File: src/rtl/hamming_codec_sched.sv
// Two-requester sequencer around a shared Hamming(7,4) encode/inject/correct path.
// One word in flight: IDLE accepts, ENC corrects, OUT holds the result until accepted.
module hamming_codec_sched #(
  parameter bit RR    = 1'b1,
  parameter int CNT_W = 16
) (
  input  logic             clk,
  input  logic             rst,
  input  logic             req0_valid,
  input  logic [3:0]       req0_data,
  output logic             req0_ready,
  input  logic             req1_valid,
  input  logic [3:0]       req1_data,
  output logic             req1_ready,
  input  logic [2:0]       inj_pos,
  output logic             out_valid,
  input  logic             out_ready,
  output logic [3:0]       out_data,
  output logic [6:0]       out_code,
  output logic [2:0]       out_syndrome,
  output logic             out_corrected,
  output logic             out_src,
  output logic [CNT_W-1:0] cnt_words,
  output logic [CNT_W-1:0] cnt_corr
);

  typedef enum logic [1:0] {IDLE, ENC, OUT} state_t;

  state_t     state, next_state;
  logic       last_src;
  logic       src_q;
  logic [6:0] code_q;
  logic [2:0] inj_q;
  logic       handshake;
  logic [6:0] inj_mask;
  logic [6:0] rx_code;
  logic [2:0] syndrome;
  logic [3:0] fixed_data;

  function automatic logic [6:0] hamming_encode(input logic [3:0] d);
    return {d[3], d[2], d[1], d[1] ^ d[2] ^ d[3], d[0], d[0] ^ d[2] ^ d[3], d[0] ^ d[1] ^ d[3]};
  endfunction

  assign handshake = (req0_valid & req0_ready) | (req1_valid & req1_ready);

  always_ff @(posedge clk) begin
    if (rst) state <= IDLE;
    else     state <= next_state;
  end

  always_comb begin
    next_state = state;
    unique case (state)
      IDLE:    if (handshake) next_state = ENC;
      ENC:     next_state = OUT;
      OUT:     if (out_ready) next_state = IDLE;
      default: next_state = IDLE;
    endcase
  end

  // On a tie, round-robin hands the grant to whoever was not served last.
  always_comb begin
    req0_ready = 1'b0;
    req1_ready = 1'b0;
    out_valid  = (state == OUT);
    if (state == IDLE) begin
      if (req0_valid && req1_valid) begin
        if (RR && !last_src) req1_ready = 1'b1;
        else                 req0_ready = 1'b1;
      end else begin
        req0_ready = req0_valid;
        req1_ready = req1_valid;
      end
    end
  end

  always_comb begin
    for (int i = 0; i < 7; i++) inj_mask[i] = (inj_q == 3'(i + 1));
  end

  assign rx_code = code_q ^ inj_mask;

  assign syndrome[0] = rx_code[0] ^ rx_code[2] ^ rx_code[4] ^ rx_code[6];
  assign syndrome[1] = rx_code[1] ^ rx_code[2] ^ rx_code[5] ^ rx_code[6];
  assign syndrome[2] = rx_code[3] ^ rx_code[4] ^ rx_code[5] ^ rx_code[6];

  // Only data-bit positions (3,5,6,7) matter for the corrected nibble.
  assign fixed_data[0] = rx_code[2] ^ (syndrome == 3'd3);
  assign fixed_data[1] = rx_code[4] ^ (syndrome == 3'd5);
  assign fixed_data[2] = rx_code[5] ^ (syndrome == 3'd6);
  assign fixed_data[3] = rx_code[6] ^ (syndrome == 3'd7);

  always_ff @(posedge clk) begin
    if (rst) begin
      last_src      <= 1'b1;
      src_q         <= 1'b0;
      code_q        <= '0;
      inj_q         <= '0;
      out_data      <= '0;
      out_code      <= '0;
      out_syndrome  <= '0;
      out_corrected <= 1'b0;
      out_src       <= 1'b0;
      cnt_words     <= '0;
      cnt_corr      <= '0;
    end else begin
      unique case (state)
        IDLE: begin
          if (handshake) begin
            src_q  <= req1_ready;
            code_q <= hamming_encode(req1_ready ? req1_data : req0_data);
            inj_q  <= inj_pos;
          end
        end
        ENC: begin
          out_code      <= rx_code;
          out_syndrome  <= syndrome;
          out_corrected <= (syndrome != 3'd0);
          out_data      <= fixed_data;
          out_src       <= src_q;
        end
        OUT: begin
          if (out_ready) begin
            last_src <= out_src;
            if (cnt_words != '1) cnt_words <= cnt_words + CNT_W'(1);
            if (out_corrected && (cnt_corr != '1)) cnt_corr <= cnt_corr + CNT_W'(1);
          end
        end
        default: ;
      endcase
    end
  end

endmodule

File: config.mk
export PLATFORM = sky130hd
export DESIGN_NAME = hamming_codec_sched
export DESIGN_NICKNAME = d
export VERILOG_FILES = /design/src/rtl/hamming_codec_sched.sv
export SDC_FILE = /design/constraint.sdc
export NUM_CORES = 1
export LEC_CHECK = 0
export CORE_MARGIN = 5
export CORE_UTILIZATION = 45
export CTS_BUF_LIST = sky130_fd_sc_hd__clkbuf_16
export DETAILED_ROUTE_END_ITERATION = 6
export PLACE_DENSITY = 0.82
export SYNTH_ARGS = -nofsm -noshare
export SYNTH_HDL_FRONTEND = slang
export SYNTH_SLANG_ARGS = --single-unit
File: constraint.sdc
create_clock -name clk -period 2 [get_ports clk]
set_input_delay 0.4 -clock clk [delete_from_list [all_inputs] [get_ports clk]]
set_output_delay 0.4 -clock clk [all_outputs]
set_load 0.02 [all_outputs]
==> impl_results.md <==
* Top cell type's share of synthesized area at 39.5%
* Crit path largest cell delay at 0.51 ns
* Post-Syn Instances at 363
* WL per Instance at 14.1 um
* CTS Root Cell: clkbuf_16
* Mapped Area at 3150 um2
* Arr. time, crit path at 1.51 ns
* Area grow syn2layout at 36.6%
* Max Cap Viol at 0
* Total Nets Final at 458
* Setup violations, final at 0
* Slowest-stage cell, CP: clkdlybuf4s50_1
* FF-to-FF path depth at 5
* Detail Route Antenna Nets at 0
* #FFs+latches synth at 62
* Unique masters post-synth at 46
* WHS at 0.451 ns
* Worst Skew at 0.00440 ns
* Clock Sinks at 62
* Largest net degree at the start of global routing at 58
* Vias in the first global route at 2,760
* Synthesized area per cell at 8.67 um2
* Worst min-delay path class: flop to flop
* CP Class: input pin to primary output
* Total gr overflow at 0
* VDD IR max at 0.577 mV
* H-tree depth at 3
* Slew HR at 70.2%
* I/O pin cnt at 67
* Status: finished, final reports clean
* Tot GR Track Use at 17.6%
* Total setup buffers inserted after CTS at 0
* Chip width at 93.6 um
* Register area share after synthesis at 39.5%
* Antenna cells at 0
* Clk_lat worst skew at 0.32 ns
* Tcrit/Tclk final at 95.5%
* Die H at 93.6 um
* Hold Fails Final Rpt at 0
* Clock transition at path regs at 0.05 ns
* Required @ worst endpoint at 1.60 ns
* Static leakage at 1.57 nW
* DR iter-0 viols at 127
* Main area contributors after synthesis: dfxtp_1, xnor2_1, nor2_1, a211oi_1, nand2_1
* Synth warnings at 0
* Clk buf depth at 2
* Cell Pwr Density at 855 nW/um2
* CTS Hold Bufs at 0
* Period minus WS final at 1.91 ns
* Dominant cell type by area after synthesis: dfxtp_1
* Drt via density at 5.29
* Core area at 6790 um2
* Router iterations before antenna repair at 5
* Initial antenna violation count at 0
* Port buffer count at 66
* Synth Net Count at 381
* Placement Rows at 30
* Commonest non-fill, non-tap cell in the layout: dfxtp_1
* Starting density of the core at 46.3%
* Async S/R FF share, synth at 0%
* First-pass GRT wire length at 12.5 mm
* Fin Setup TNS at 0 ns
* CTS tree: done
* Hpwl dp at 5.58 mm
* WHS Path Cells at 2
* Share of layout cells above drive strength 1 at 9.68%
* Vias at 2,855
* Number of synthesized flops with an enable pin at 0
* CTS Buf Count at 9
* Worst setup EP type: primary output
* Fin. max-slew vios at 0
* Tightest Pin Transition at 0.447 ns
* Post-Route WL at 7.62 mm
* Most frequent cells in the layout: dfxtp_1, clkdlybuf4s50_1, nor2_1, xnor2_1, nand2_1
* RSZ-0062 raised after global routing: false
* Drc violations at 0
* GP Congestion at 0.830
* Top FF cell, synth: dfxtp_1
* Startpoint types: input pin
* Highest Clock Rate at 0.523 GHz
* DIE AREA at 8760 um2
* CP Cell Sequence: clkdlybuf4s50_1 -> nand2_1 -> nand3_1 -> inv_1 -> dlygate4sd2_1
* Worst-path maximum fanout at 3
## critical path, delay by kind of cell
family,cells,cell delay [ns]
buffers and inverters,3,0.90
AND/OR/NAND/NOR,2,0.21
## final timing paths
kind	startpoint	to	slack, ns
worst max-delay path	req0_valid	req1_ready	0.09
worst min-delay path	out_data[1]$_SDFFE_PP0N_	out_data[1]$_SDFFE_PP0N_	0.45
worst max register to register	code_q[4]$_SDFFE_PP0P_	out_data[0]$_SDFFE_PP0N_	0.20
worst min register to register	out_data[1]$_SDFFE_PP0N_	out_data[1]$_SDFFE_PP0N_	0.45
## Yosys cell counts, types with 2 or more instances
library cell	number
o21a_1	3
buf_1	2
xor2_1	13
inv_1	5
a21boi_0	2
and3_1	5
nand2b_1	3
nor2_1	55
dfxtp_1	62
nor4_1	7
mux2i_1	6
clkbuf_1	10
nand3b_1	5
nand4_1	9
or3_1	2
a21oi_1	16
buf_4	2
and4_1	2
nor3b_1	5
or2_2	2
xor3_1	2
o21ai_0	2
a31oi_1	2
ha_1	2
nor3_1	11
a211oi_2	2
nand2_1	34
a211oi_1	23
buf_2	3
xnor2_1	36
nand3_1	14
o31ai_1	2
## timing repair
action	CTS	global route
endpoints found under the setup margin	3	2
resized for setup	4	2
hold endpoints to repair	0	0
## final cells by class
class	instances	area, um2
fill	574	2500
timing repair buffer	83	795
clock inverter	6	78.8
clock buffer	9	225
multi-input combinational	279	1820
tap	96	120
sequential	62	1240
inverter	5	18.8
## power by group
group	internal, W	leakage, nW	switching, W
logic	0.000324	0.907	0.000378
clock network	0.00107	0.156	0.000529
registers	0.00131	0.504	0.0000631
total	0.00270	1.57	0.000971
## metal layers
metal | track usage, % | up-vias | wire, um
li1 | - | 1434 | -
met1 | 21.2 | 1336 | 3340
met4 | 5.54 | 0 | 153
met2 | 30.3 | 71 | 3760
met3 | 5.07 | 14 | 369
met5 | 0 | - | 0
## cell families (layout without fill, tap and decap cells)
logic type	Yosys count	after routing	synth area share (%)
AND/OR/NAND/NOR	160	160	25.6
multiplexers	6	6	1.91
XOR/XNOR	53	53	16.4
buffers and inverters	22	103	2.98
AO/OA/AOI/OAI	58	58	12.8
adder cells (fa/ha/maj)	2	2	0.795
flip-flops	62	62	39.5
## metrics by stage
step                      power [W]  cells  cell area (um2)  utilization (%)  setup WS, ns
after floorplan             0.00187    363             3150                -         0.226
after global placement      0.00208    525             3990             58.7        -0.164
after detailed placement    0.00210    525             3990             58.7        -0.250
after CTS                   0.00369    540             4290             63.1        0.0891
after global routing        0.00382    540             4300             63.2        0.0167
final                       0.00367    540             4300             63.2        0.0892
## sequential cells by signal (all words and copies together), names as in the netlist, 2 cells and up
register,flops
code_q,7
cnt_words,16
out_syndrome,3
out_data,4
inj_q,3
out_code,7
cnt_corr,16
state,2
Note: power is estimated with default switching activity, not from simulation.
==> patch (same settings) <==
Change the parameter `RR` from 1'b1 to 1'b0.
--- a/src/rtl/hamming_codec_sched.sv
+++ b/src/rtl/hamming_codec_sched.sv
@@ -1,7 +1,7 @@
 // Two-requester sequencer around a shared Hamming(7,4) encode/inject/correct path.
 // One word in flight: IDLE accepts, ENC corrects, OUT holds the result until accepted.
 module hamming_codec_sched #(
-  parameter bit RR    = 1'b1,
+  parameter bit RR    = 1'b0,
   parameter int CNT_W = 16
 ) (
   input  logic             clk,
Function: changed (a bounded check fails within 4 cycles, from zero or initial values and one cycle with rst high).
==> patch against the original RTL <==
- synthesized cell count grew 4.4%
- sequential cell count fell by 1
- design area is 7.2% higher
- worst setup slack got worse by 0.011 ns
- non-clock buffer count grew 15
- largest cell class unchanged
- core utilization increased by 0.26 points
- register-to-register slack worse by 0.05 ns
- sequential share of layout area fell by 2.3 points
- wire length is 12% higher
- area after synthesis rose by 6.2%
- critical endpoint is now cnt_corr[11]$_SDFFE_PP0P_
- hold slack better by 0.0099 ns
- power rose by 1.0%
==> patch: results (changes against the original RTL) <==
hold crit path type register to register (unchanged); Max H-tree Level 3 (unchanged); vias in the first global route 2,953 (was 2,760); Hold Path Origin src_q$_SDFFE_PP0P_ (was out_data[1]$_SDFFE_PP0N_); Post-Synth Adder-Cell Area 0.749% (was 0.796%); Tot GR Track Use 19.1% (was 17.6%); Critical Path Start Type input pin (unchanged); layout cells sized above 1 16.1% (was 9.68%); CTS Buffer Depth 2 (unchanged); total CTS buffers 9 (unchanged); RePlAce Congestion 0.834 (was 0.830); Worst Path Arrival 2.13 ns (was 1.51 ns); outcome complete, no violations (unchanged); CP max FO 4 (was 3); Synth Net Count 397 (was 381); layout net count 484 (was 458); initial DRC count 145 (was 127); first-pass GRT wire length 14.0 mm (was 12.5 mm); multiplexer area fraction after synthesis 9.28% (was 1.91%); Worst-path clk slew 0.05 ns (about the same); CP top delay family buffers and inverters (unchanged); clk_skew 0.00529 ns (was 0.00440 ns); Hold Vio Cnt, Final 0 (unchanged); pre-CTS setup slack -0.277 ns (was -0.250 ns); initial antenna violation count 0 (unchanged); post-synthesis compound-gate area fraction 15.3% (was 12.8%); Synth async-reset ratio 0% (unchanged); DPL Wire Length 6.21 mm (was 5.58 mm); DRT Pass-1 Iters 4 (was 5); setup bufs post-CTS 0 (unchanged); Crit. Startpoint out_ready (was req0_valid); pin count of the biggest net entering global routing 28 (was 58); clock root cell clkbuf_16 (unchanged); maximum VDD drop 0.485 mV (was 0.577 mV); biggest regs cnt_corr: 16 flops, cnt_words: 16 flops (unchanged); Commonest cells post-synth 61 x dfxtp_1, 45 x nor2_1, 25 x nand2_1, 20 x a211oi_1 (was 62 x dfxtp_1, 55 x nor2_1, 36 x xnor2_1, 34 x nand2_1, 23 x a211oi_1); worst flop-to-flop path startpoint cnt_words[6]$_SDFFE_PP0P_ (was code_q[4]$_SDFFE_PP0P_); n_diodes 0 (unchanged); Via density 5.56 (was 5.29); port bufs 66 (unchanged); max_slew headroom 65.5% (was 70.2%); Leak 1.65 nW (was 1.57 nW); WL per Instance 15.0 um (was 14.1 um); crit path max-delay cell type clkdlybuf4s50_1 (unchanged); sequential area share after synthesis 36.5% (was 39.5%); Worst-Skew Late Latency 0.32 ns (about the same); xor-xnor portion of the synthesized cell area 8.84% (was 16.4%); largest stage delay on the critical path 0.53 ns (was 0.51 ns); largest family of logic cells by synthesized area simple AND/OR/NAND/NOR gates (unchanged); synth top area cells dfxtp_1 37%, mux2_2 5.4%, nor2_1 5.1%, xnor2_1 4.7%, a211oi_1 4.5% (was dfxtp_1 39%, xnor2_1 10%, nor2_1 6.6%, a211oi_1 5.5%, nand2_1 4.1%); synth unique cells 48 (was 46)
## patch: changes by cell type after synthesis, sizes merged, moves of 9 or more
| cell | unedited run | this run |
|---|---|---|
| xnor2 | 37 | 18 |
| nor2b | 1 | 16 |
| nor2 | 55 | 45 |
| mux2 | 0 | 16 |
| nand2 | 34 | 25 |
## patch: where the power goes
part | total, mW | switching [mW] | internal [mW]
registers | 1.36 | 0.0710 | 1.29
clock network | 1.60 | 0.524 | 1.07
logic | 0.755 | 0.395 | 0.359
## patch: path summary, 6_finish.rpt
kind                                                    to  slack [ns]  depth (start not counted)
worst min-delay path                  out_src$_SDFFE_PP0N_        0.46                          2
worst max-delay path             cnt_corr[11]$_SDFFE_PP0P_        0.08                          5
worst min register to register        out_src$_SDFFE_PP0N_        0.46                          2
worst max register to register  cnt_words[11]$_SDFFE_PP0P_        0.15                          4
## patch: per-stage QoR
| stage | TNS, ns | cell area, um2 | cells | utilization [%] |
|---|---|---|---|---|
| floorplan | 0 | 3340 | 379 | - |
| global placement | -3.24 | 4280 | 554 | 59.0 |
| detailed placement | -4.55 | 4280 | 554 | 59.0 |
| CTS | 0 | 4590 | 570 | 63.3 |
| global route | 0 | 4610 | 570 | 63.5 |
| finish | 0 | 4610 | 570 | 63.5 |
## patch: per-layer routing
metal | track usage, % | routed length, um
met5 | 0 | 0
met4 | 4.98 | 63
met3 | 4.53 | 484
met2 | 33.6 | 4420
met1 | 23.3 | 3580
## patch: worst reg2reg max path: stages (launching register included)
cell and delay (ns):
dfxtp_1 0.46, nand4_4 0.17, or4_4 0.60, or4_1 0.41, a21oi_1 0.15
## patch: kinds of logic (layout without fill, tap and decap cells)
| logic type | after synthesis | after routing |
|---|---|---|
| xor+xnor | 29 | 29 |
| mux | 29 | 29 |
| buf+inv | 29 | 121 |
| flops | 61 | 61 |
| fa+ha+maj | 2 | 2 |
| simple gates | 158 | 158 |
| compound gates | 71 | 71 |
## patch: final cells by class
type / instances / area (um2)
inverters: 7 / 26.3
fillers: 619 / 2650
flip-flops and latches: 61 / 1220
clock inverters: 7 / 81.3
multi-input cells: 289 / 2020
clock buffers: 9 / 225
repair buffers: 98 / 905
well taps: 99 / 124
## patch: timing repair
| action | in CTS | in global routing |
|---|---|---|
| gates resized for setup | 4 | 6 |
| gates cloned | 0 | 0 |
| setup endpoints to repair | 3 | 5 |
